$ cat src/rtl/mux_arb_pkg.sv
// Shared types and helpers for the round-robin mux arbiter.
// Holds the FSM state encoding, default sizing and a one-hot encoder.
package mux_arb_pkg;

    localparam int ARB_N     = 8;
    localparam int ARB_SEL_W = 3;

    typedef enum logic {
        IDLE  = 1'b0,
        GRANT = 1'b1
    } arb_state_e;

    function automatic logic [ARB_N-1:0] onehot(input logic [ARB_SEL_W-1:0] idx);
        onehot      = '0;
        onehot[idx] = 1'b1;
    endfunction

endpackage

$ cat src/rtl/mux_rr_arbiter_rr_pick.sv
// Combinational rotating-priority finder: first set request at or after start_idx,
// optionally ignoring the requester at mask_idx.
module rr_pick #(
    parameter int N     = 8,
    parameter int SEL_W = 3
) (
    input  logic [N-1:0]     req,
    input  logic [SEL_W-1:0] mask_idx,
    input  logic             mask_en,
    input  logic [SEL_W-1:0] start_idx,
    output logic             found,
    output logic [SEL_W-1:0] idx
);

    logic [N-1:0]     req_m;
    logic [SEL_W-1:0] cand;

    always_comb begin
        req_m = req;
        cand  = '0;
        found = 1'b0;
        idx   = '0;
        if (mask_en) begin
            req_m[mask_idx] = 1'b0;
        end
        // Candidate index wraps naturally in SEL_W bits, giving the modulo-N scan.
        for (int i = 0; i < N; i++) begin
            cand = start_idx + SEL_W'(i);
            if (!found && req_m[cand]) begin
                found = 1'b1;
                idx   = cand;
            end
        end
    end

endmodule

$ cat src/rtl/mux_rr_arbiter.sv
// Round-robin owner of a shared N:1 select mux; drives registered sel and one-hot grant.
// state | meaning
// IDLE  | no owner, arbitrate over req starting after last_ptr
// GRANT | sel owns the mux; release on done, dropped req or hold limit
module mux_rr_arbiter
    import mux_arb_pkg::*;
#(
    parameter int N        = ARB_N,
    parameter int SEL_W    = ARB_SEL_W,
    parameter int MAX_HOLD = 16
) (
    input  logic             clk,
    input  logic             rst,
    input  logic [N-1:0]     req,
    input  logic             done,
    output logic [N-1:0]     grant,
    output logic [SEL_W-1:0] sel,
    output logic             sel_valid,
    output logic             timeout
);

    localparam int HOLD_W = $clog2(MAX_HOLD);

    arb_state_e        state_q, state_d;
    logic [HOLD_W-1:0] hold_cnt_q, hold_cnt_d;
    logic [SEL_W-1:0]  last_ptr_q, last_ptr_d;
    logic [N-1:0]      grant_q, grant_d;
    logic [SEL_W-1:0]  sel_q, sel_d;
    logic              sel_valid_q, sel_valid_d;
    logic              timeout_q, timeout_d;

    logic              pick_found;
    logic [SEL_W-1:0]  pick_idx;
    logic [SEL_W-1:0]  pick_start;
    logic              in_grant;
    logic              rel_done, rel_drop, rel_hold, release_now;

    assign in_grant   = (state_q == GRANT);
    assign pick_start = in_grant ? (sel_q + SEL_W'(1)) : (last_ptr_q + SEL_W'(1));

    // One finder serves both the idle search and the release-time re-arbitration.
    rr_pick #(
        .N     (N),
        .SEL_W (SEL_W)
    ) u_pick (
        .req       (req),
        .mask_idx  (sel_q),
        .mask_en   (in_grant),
        .start_idx (pick_start),
        .found     (pick_found),
        .idx       (pick_idx)
    );

    assign rel_done    = done;
    assign rel_drop    = !req[sel_q];
    assign rel_hold    = (hold_cnt_q == HOLD_W'(MAX_HOLD - 1));
    assign release_now = rel_done || rel_drop || rel_hold;

    always_comb begin
        state_d     = state_q;
        hold_cnt_d  = hold_cnt_q;
        last_ptr_d  = last_ptr_q;
        grant_d     = grant_q;
        sel_d       = sel_q;
        sel_valid_d = sel_valid_q;
        timeout_d   = 1'b0;
        unique case (state_q)
            IDLE: begin
                if (pick_found) begin
                    state_d     = GRANT;
                    grant_d     = onehot(pick_idx);
                    sel_d       = pick_idx;
                    sel_valid_d = 1'b1;
                    hold_cnt_d  = '0;
                end
            end
            GRANT: begin
                if (release_now) begin
                    last_ptr_d = sel_q;
                    // Timeout only when the hold limit is the deciding release reason.
                    timeout_d  = !rel_done && !rel_drop && rel_hold;
                    hold_cnt_d = '0;
                    if (pick_found) begin
                        grant_d = onehot(pick_idx);
                        sel_d   = pick_idx;
                    end else begin
                        state_d     = IDLE;
                        grant_d     = '0;
                        sel_valid_d = 1'b0;
                    end
                end else begin
                    hold_cnt_d = hold_cnt_q + HOLD_W'(1);
                end
            end
            default: state_d = IDLE;
        endcase
    end

    always_ff @(posedge clk) begin
        if (rst) begin
            state_q     <= IDLE;
            hold_cnt_q  <= '0;
            last_ptr_q  <= SEL_W'(N - 1);
            grant_q     <= '0;
            sel_q       <= '0;
            sel_valid_q <= 1'b0;
            timeout_q   <= 1'b0;
        end else begin
            state_q     <= state_d;
            hold_cnt_q  <= hold_cnt_d;
            last_ptr_q  <= last_ptr_d;
            grant_q     <= grant_d;
            sel_q       <= sel_d;
            sel_valid_q <= sel_valid_d;
            timeout_q   <= timeout_d;
        end
    end

    assign grant     = grant_q;
    assign sel       = sel_q;
    assign sel_valid = sel_valid_q;
    assign timeout   = timeout_q;

endmodule

$ cat config.mk
export PLATFORM = sky130hd
export DESIGN_NAME = mux_rr_arbiter
export DESIGN_NICKNAME = d
export VERILOG_FILES = /design/src/rtl/mux_arb_pkg.sv /design/src/rtl/mux_rr_arbiter_rr_pick.sv /design/src/rtl/mux_rr_arbiter.sv
export SDC_FILE = /design/constraint.sdc
export NUM_CORES = 1
export LEC_CHECK = 0
export CAP_MARGIN = 20
export CORE_MARGIN = 5
export CORE_UTILIZATION = 40
export CTS_CLUSTER_SIZE = 10
export DETAILED_ROUTE_END_ITERATION = 16
export PLACE_DENSITY = 0.67
export SLEW_MARGIN = 20
export SYNTH_ARGS = -nofsm -noshare
export SYNTH_HDL_FRONTEND = slang
export SYNTH_SLANG_ARGS = --single-unit
$ cat constraint.sdc
create_clock -name clk -period 8.8 [get_ports clk]
set_input_delay 1.76 -clock clk [delete_from_list [all_inputs] [get_ports clk]]
set_output_delay 1.76 -clock clk [all_outputs]
set_load 0.02 [all_outputs]
# Yosys cells after proc, flatten, opt, wreduce, memory -nomap -nowiden
# Index checks and enable logic that the tools add are counted.
totals:
  out_inout_bits: 13
  elab_cells: 120
  input_bits: 11
  ff_bits: 21
classes:
  order_cmp: 12
  n_reduce_logical: 26
  bitwise: 4
  add_sub_neg: 10
  n_eq_ne: 4
  mux: 57
op_table:
  columns: ["cell", "count"]
  rows:
  - ["3-bit by 4-bit less-than comparator with 1-bit output, second input constant", 10]
  - ["3-bit two-way mux", 11]
  - ["8-bit two-way mux", 4]
  - ["1-bit binary-select mux with 3-bit select", 9]
  - ["1-bit two-way mux", 24]
  - ["8-bit one-hot mux with 2 select lines", 1]
  - ["3-bit adder, second input constant", 4]
  - ["1-bit logical AND", 11]
  - ["3-bit by 1-bit adder with 3-bit output, second input constant", 3]
  - ["1-bit logical NOT", 9]
  - ["8-bit AND", 1]
  - ["4-bit two-way mux", 2]
  - ["8-bit NOT", 1]
  - ["4-bit one-hot mux with 2 select lines", 1]
  - ["3-bit by 2-bit adder with 3-bit output, second input constant", 2]
  - ["1-bit demux with 3-bit select", 2]
  - ["3-bit by 1-bit >= comparator with 1-bit output, second input constant", 2]
  - ["3-bit one-hot mux with 2 select lines", 1]
  - ["4-bit by 1-bit adder with 4-bit output, second input constant", 1]
  - ["4-bit equality test, second input constant", 1]
  - ["2-bit != test, second input constant", 2]
  - ["1-bit one-hot mux with 2 select lines", 2]
  - ["2-bit AND reduction", 2]
  - ["3-bit AND reduction", 1]
  - ["4 further kinds", 6]

# Longest topological paths before layout
logic_depth:
  ltp_word: 38
  mapped_depth: 15
  depth_no_buf: 12

# Hierarchy
# Synthesis repeated with hierarchy kept, for this count alone.
unflattened:
  hier_cells: 258
  area_unflattened_um2: 2249.7
modules_own_cells:
  columns: ["mod", "cells_per_inst", "area_each_um2", "seq_area_each_um2", "instances"]
  rows:
  - ["rr_pick", 142, 1139.8, 0.0, 1]
  - ["mux_rr_arbiter", 116, 1109.8, 420.4, 1]

# Worst setup path before layout
# No wires, ideal clock.
synth_timing:
  kind: "input to register"
  from: "in req[3]"
  to: "reg grant_q[0] (netlist: grant[0])"
  setup_time_ps: 117
  arrival_ps: 4302
  n_path_buf: 1
  slack_ps: 4381
  required_ps: 8683
  cell_stages: 9
  cell_sequence: "mux4_2 > a22oi_1 > o31ai_1 > or4b_1 > buf_2 > or4b_4 > a32oi_2 > nor4_1 > a32o_1"
synth_via:
  elab_chain_cells: 33
  elab_cells_between_ends: 65
  classes_between: "2 x order compare; 2 x eq/ne; 41 x mux; 1 x bitwise; 19 x reduce/logical"
synth_rtl:
  columns: ["item", "line", "source"]
  rows:
  - ["from (decl)", "mux_rr_arbiter.sv:14", "input logic [N-1:0] req,"]
  - ["8-bit AND (no line)", null, null]
  - ["8-bit two-way mux", "mux_rr_arbiter_rr_pick.sv:23", "if (mask_en) begin"]
  - ["1-bit binary-select mux with 3-bit select", "mux_rr_arbiter_rr_pick.sv:29", "if (!found && req_m[cand]) begin"]
  - ["1-bit two-way mux (not written as such)", "mux_rr_arbiter_rr_pick.sv:29", null]
  - ["1-bit two-way mux", "mux_rr_arbiter_rr_pick.sv:29", null]
  - ["1-bit logical NOT", "mux_rr_arbiter_rr_pick.sv:29", null]
  - ["1-bit logical AND", "mux_rr_arbiter_rr_pick.sv:29", null]
  - ["1-bit two-way mux", "mux_rr_arbiter_rr_pick.sv:29", null]
  - ["[... 17 more ...]", null, null]
  - ["3-bit two-way mux", "mux_rr_arbiter_rr_pick.sv:29", null]
  - ["3-bit by 4-bit less-than comparator with 1-bit output (not written as such) / 3-bit by 1-bit >= comparator with 1-bit output (equally long branches)", "mux_arb_pkg.sv:15", "onehot[idx] = 1'b1;"]
  - ["1-bit logical AND (not written as such)", "mux_arb_pkg.sv:15", null]
  - ["1-bit two-way mux (not written as such)", "mux_arb_pkg.sv:15", null]
  - ["1-bit demux with 3-bit select", "mux_arb_pkg.sv:15", null]
  - ["8-bit two-way mux", "mux_rr_arbiter.sv:83", "if (pick_found) begin"]
  - ["8-bit two-way mux", "mux_rr_arbiter.sv:78", "if (release_now) begin"]
  - ["8-bit one-hot mux with 2 select lines", "mux_rr_arbiter.sv:67", "unique case (state_q)"]
  - ["to (signal assigned)", "mux_rr_arbiter.sv:112", "grant_q <= grant_d;"]
  - ["to (decl)", "mux_rr_arbiter.sv:27", "logic [N-1:0] grant_q, grant_d;"]
# Several ways; a longest one is shown, not always the timed one. The select of a mux whose other input is x is not followed.
# A chain may end at the register's enable or synchronous reset.

# Final worst setup path
layout_timing:
  from: "reg state_q (netlist: in_grant)"
  to: "reg grant_q[5] (netlist: grant[5])"
layout_via:
  elab_chain_cells: 32
  elab_cells_between_ends: 68
  classes_between: "7 x add/sub; 2 x order compare; 2 x eq/ne; 40 x mux; 1 x bitwise; 16 x reduce/logical"
layout_rtl:
  columns: ["item", "line", "source"]
  rows:
  - ["from (decl)", "mux_rr_arbiter.sv:24", "arb_state_e state_q, state_d;"]
  - ["from (signal assigned)", "mux_rr_arbiter.sv:109", "state_q <= state_d;"]
  - ["branches (longest 32 deep; another with 3-bit by 1-bit adder with 3-bit output)", null, null]
# Parallel ways; which one is timed is not known. The select of a mux whose other input is x is not followed.

==> out/results.ini <==
[power_and_ir_drop]
seqPwrFrac_pct = 16.4
internal_power_w = 0.000431
switching_share_pct = 51.5
power_density_mw_per_mm2 = 408
clockPowerShare_pct = 6.9
p_leak_nw = 0.825
vdd_drop_max_mv = 0.196
p_comb_share_pct = 76.7
power_switching_w = 0.000457
total_power_w = 0.000889

[cts]
clkLatencyLatePin_ns = 0.25
post_cts.repair.setup_buffers = 0
cts_tree = yes
cts_root_buffer = clkbuf_8
clock_sinks = 21
htree_levels = 1
clk_pin_slew_worst_paths_ns = 0.08
cts_buffer_depth = 2
cts_resized = 0
cts_hold_buffers = 0
cts_buffers = 3

[die]
die-area_mm2 = 0.00625
rows = 25
die_h_um = 79.0
die_x_um = 79.0
core_area_mm2 = 0.00466
num_io_pins = 24
initial_core_util_pct = 40.9

[final_layout]
drive_gt1_share_pct = 9.66
final_util_pct = 46.8
nFillCells = 436
nets = 253
syn2layout_area_growth_pct = 14.3
final_cell_area_mm2 = 0.00218
antennaDiodeCount = 0
stdcell_count = 292

[logic_synthesis]
synth_commonest_cells = 23 x nor2_1, 21 x dfxtp_1, 17 x mux2i_1
ys_ff_latch = 21
synth_top_family_by_area = compound AO/OA/AOI/OAI gates
synth-edff-count = 0
ys.warnings.count = 0
yosys.area.top_type = dfxtp_1
synth_mux_area_share_pct = 17.5
yosysMostFrequentCell = nor2_1
ys_seq_area_share_pct = 22.0
synth_ff_type = dfxtp_1
synthTopCellsByArea = dfxtp_1 22%, mux2i_1 8.9%, mux4_2 5.9%
synth_top_area_share_pct = 22.0
synth-compound-area-share_pct = 28.1
synthArstFlopShare_pct = 0
netlist_instances = 224
syn_nets = 238
avgSynthCellArea_um2 = 8.51
yosys.area_share.simple_pct = 21.6
netlist_area_mm2 = 0.00191
synth_xor_area_share_pct = 3.28
synthAdderAreaFrac_pct = 1.97
yosys.cell_types.count = 59

[routing]
wl_per_cell_um = 16.5
ant_nets = 0
dr_total_vias = 1851
drc_errors = 0
drt_pass1_iterations = 4
viasPerCell = 6.34
drt_iter0_markers = 154
wl_mm = 4.83

[timing]
fin_tns_setup_ns = 0
worst_pin_slew_ns = 0.725
finalHoldViolations = 0
final.period_utilization_pct = 60.3
finalCriticalPeriod_ns = 5.31
relSlewSlack_pct = 51.6
clock_skew_ns = 0.00393
grt_setup_unrepaired = false
timing.fmax_mhz = 188
finalMaxSlewViolations = 0
setup_viol = 0

[worst_setup_path]
crit_buf_inv = 2
ff2ff_setup_slack_ns = 3.49
cp.depth = 12
r2r_cells = 12
cp-endpoint = grant[5]
endpoint_kind = register
crit_top_cell = inv_1
crit_start = in_grant
crit_path_start_kind = register
crit_chain = mux2i_1 -> inv_1 -> ha_1 -> inv_1 -> xnor3_1 -> nor2b_4 -> a21oi_4 -> or4b_1 -> or4b_4 -> a32oi_2 -> nand3b_1 -> o32ai_1
worstPathMaxFanout = 23
reg2reg_to = grant[5]
cp_top_family = simple AND/OR/NAND/NOR gates
path_class = reg -> reg
required_ns = 8.97
cpMaxStageDelayCell = dfxtp_1
timing.rr.start = in_grant
max_stage_delay_ns = 0.79
worstPathArrival_ns = 5.47

[hold_path]
hp-class = reg -> reg
hold_depth = 2

[placed_design]
gp_congestion = 0.928
place_inst = 288
dp_hpwl_mm = 3.68
placed_area_mm2 = 0.00213
portBuffers = 23

[job]
drv_cap = 0

[grt]
grt_max_degree = 24
antenna_found_initial = 0
grt_pass1_vias = 1675
grt_overflow = 0
grt_use_total_pct = 16.2
grt_first_pass_wirelength_mm = 8.41

[run_status]
outcome = completed

[power groups by stage]
| stage | Combinational [W] | Clock (W) | Sequential, W |
|---|---|---|---|
| after floorplan | 0.000537 | 0 | 0.000140 |
| after global placement | 0.000673 | 0 | 0.000148 |
| after detailed placement | 0.000667 | 0 | 0.000148 |
| after CTS | 0.000672 | 0.0000637 | 0.000146 |
| after global routing | 0.000753 | 0.0000684 | 0.000150 |
| final | 0.000681 | 0.0000615 | 0.000146 |
[sequential cells by signal, indices dropped and copies added, names as in the netlist]
register	count
grant	8
hold_cnt_q	4
last_ptr_q	3
sel	3
in_grant	1
sel_valid	1
timeout	1
[metal layers]
layer | up-vias | share of wire [%] | GRT usage [%]
li1 | 892 | - | -
met1 | 876 | 47 | 23.6
met2 | 79 | 46 | 25.5
met3 | 4 | 6.5 | 2.27
met4 | 0 | 0.46 | 3.09
met5 | - | 0 | 0
[worst min-delay path by stage]
| stage | from | end |
|---|---|---|
| after CTS | grant[6] | grant[6] |
| final | grant[6] | grant[6] |
| after detailed placement | grant[6] | grant[6] |
| after global placement | grant[6] | grant[6] |
| after floorplan | hold_cnt_q[3] | hold_cnt_q[3] |
| after global routing | grant[6] | grant[6] |
[layout make-up]
type | count | area (um^2) | share of cell area [%]
Inverter | 8 | 32.5 | 1.49
Timing Repair Buffer | 23 | 230 | 10.6
Multi-Input combinational cell | 182 | 1380 | 63.4
Clock buffer | 3 | 41.3 | 1.89
Clock inverter | 1 | 5.00 | 0.230
Tap cell | 54 | 67.6 | 3.10
Sequential cell | 21 | 420 | 19.3
[stage by stage]
step,setup WS (ns),hold WS [ns]
6_report,3.49,0.462
5_1_grt,3.06,0.478
2_1_floorplan,4.38,0.459
3_3_place_gp,3.51,0.446
4_1_cts,3.60,0.463
3_5_place_dp,3.47,0.447
[worst min-delay path: stages (launching register included)]
cell     delay, ns
dfxtp_1       0.32
inv_1         0.05
o32ai_1       0.05
[cell families after synthesis]
kind of cell | Yosys count
xor gates and xnor gates | 4
DFF | 21
adders and majority gates | 3
buffers and inverters | 21
and+or+nand+nor | 76
AOI/OAI and AO/OA | 73
muxes | 26
[cells in the final DEF, fill, tap and decap left out, drive strengths merged, types with 5 or more instances in the layout]
cell	instances
a211o	5
a21oi	13
a22oi	5
and2	5
clkdlybuf4s50	23
dfxtp	21
inv	8
mux2i	18
mux4	5
nand2	12
nand3	8
nor2	23
nor2b	5
o21ai	10
o22ai	5
o32ai	5
Note: power is estimated with default switching activity, not from simulation.
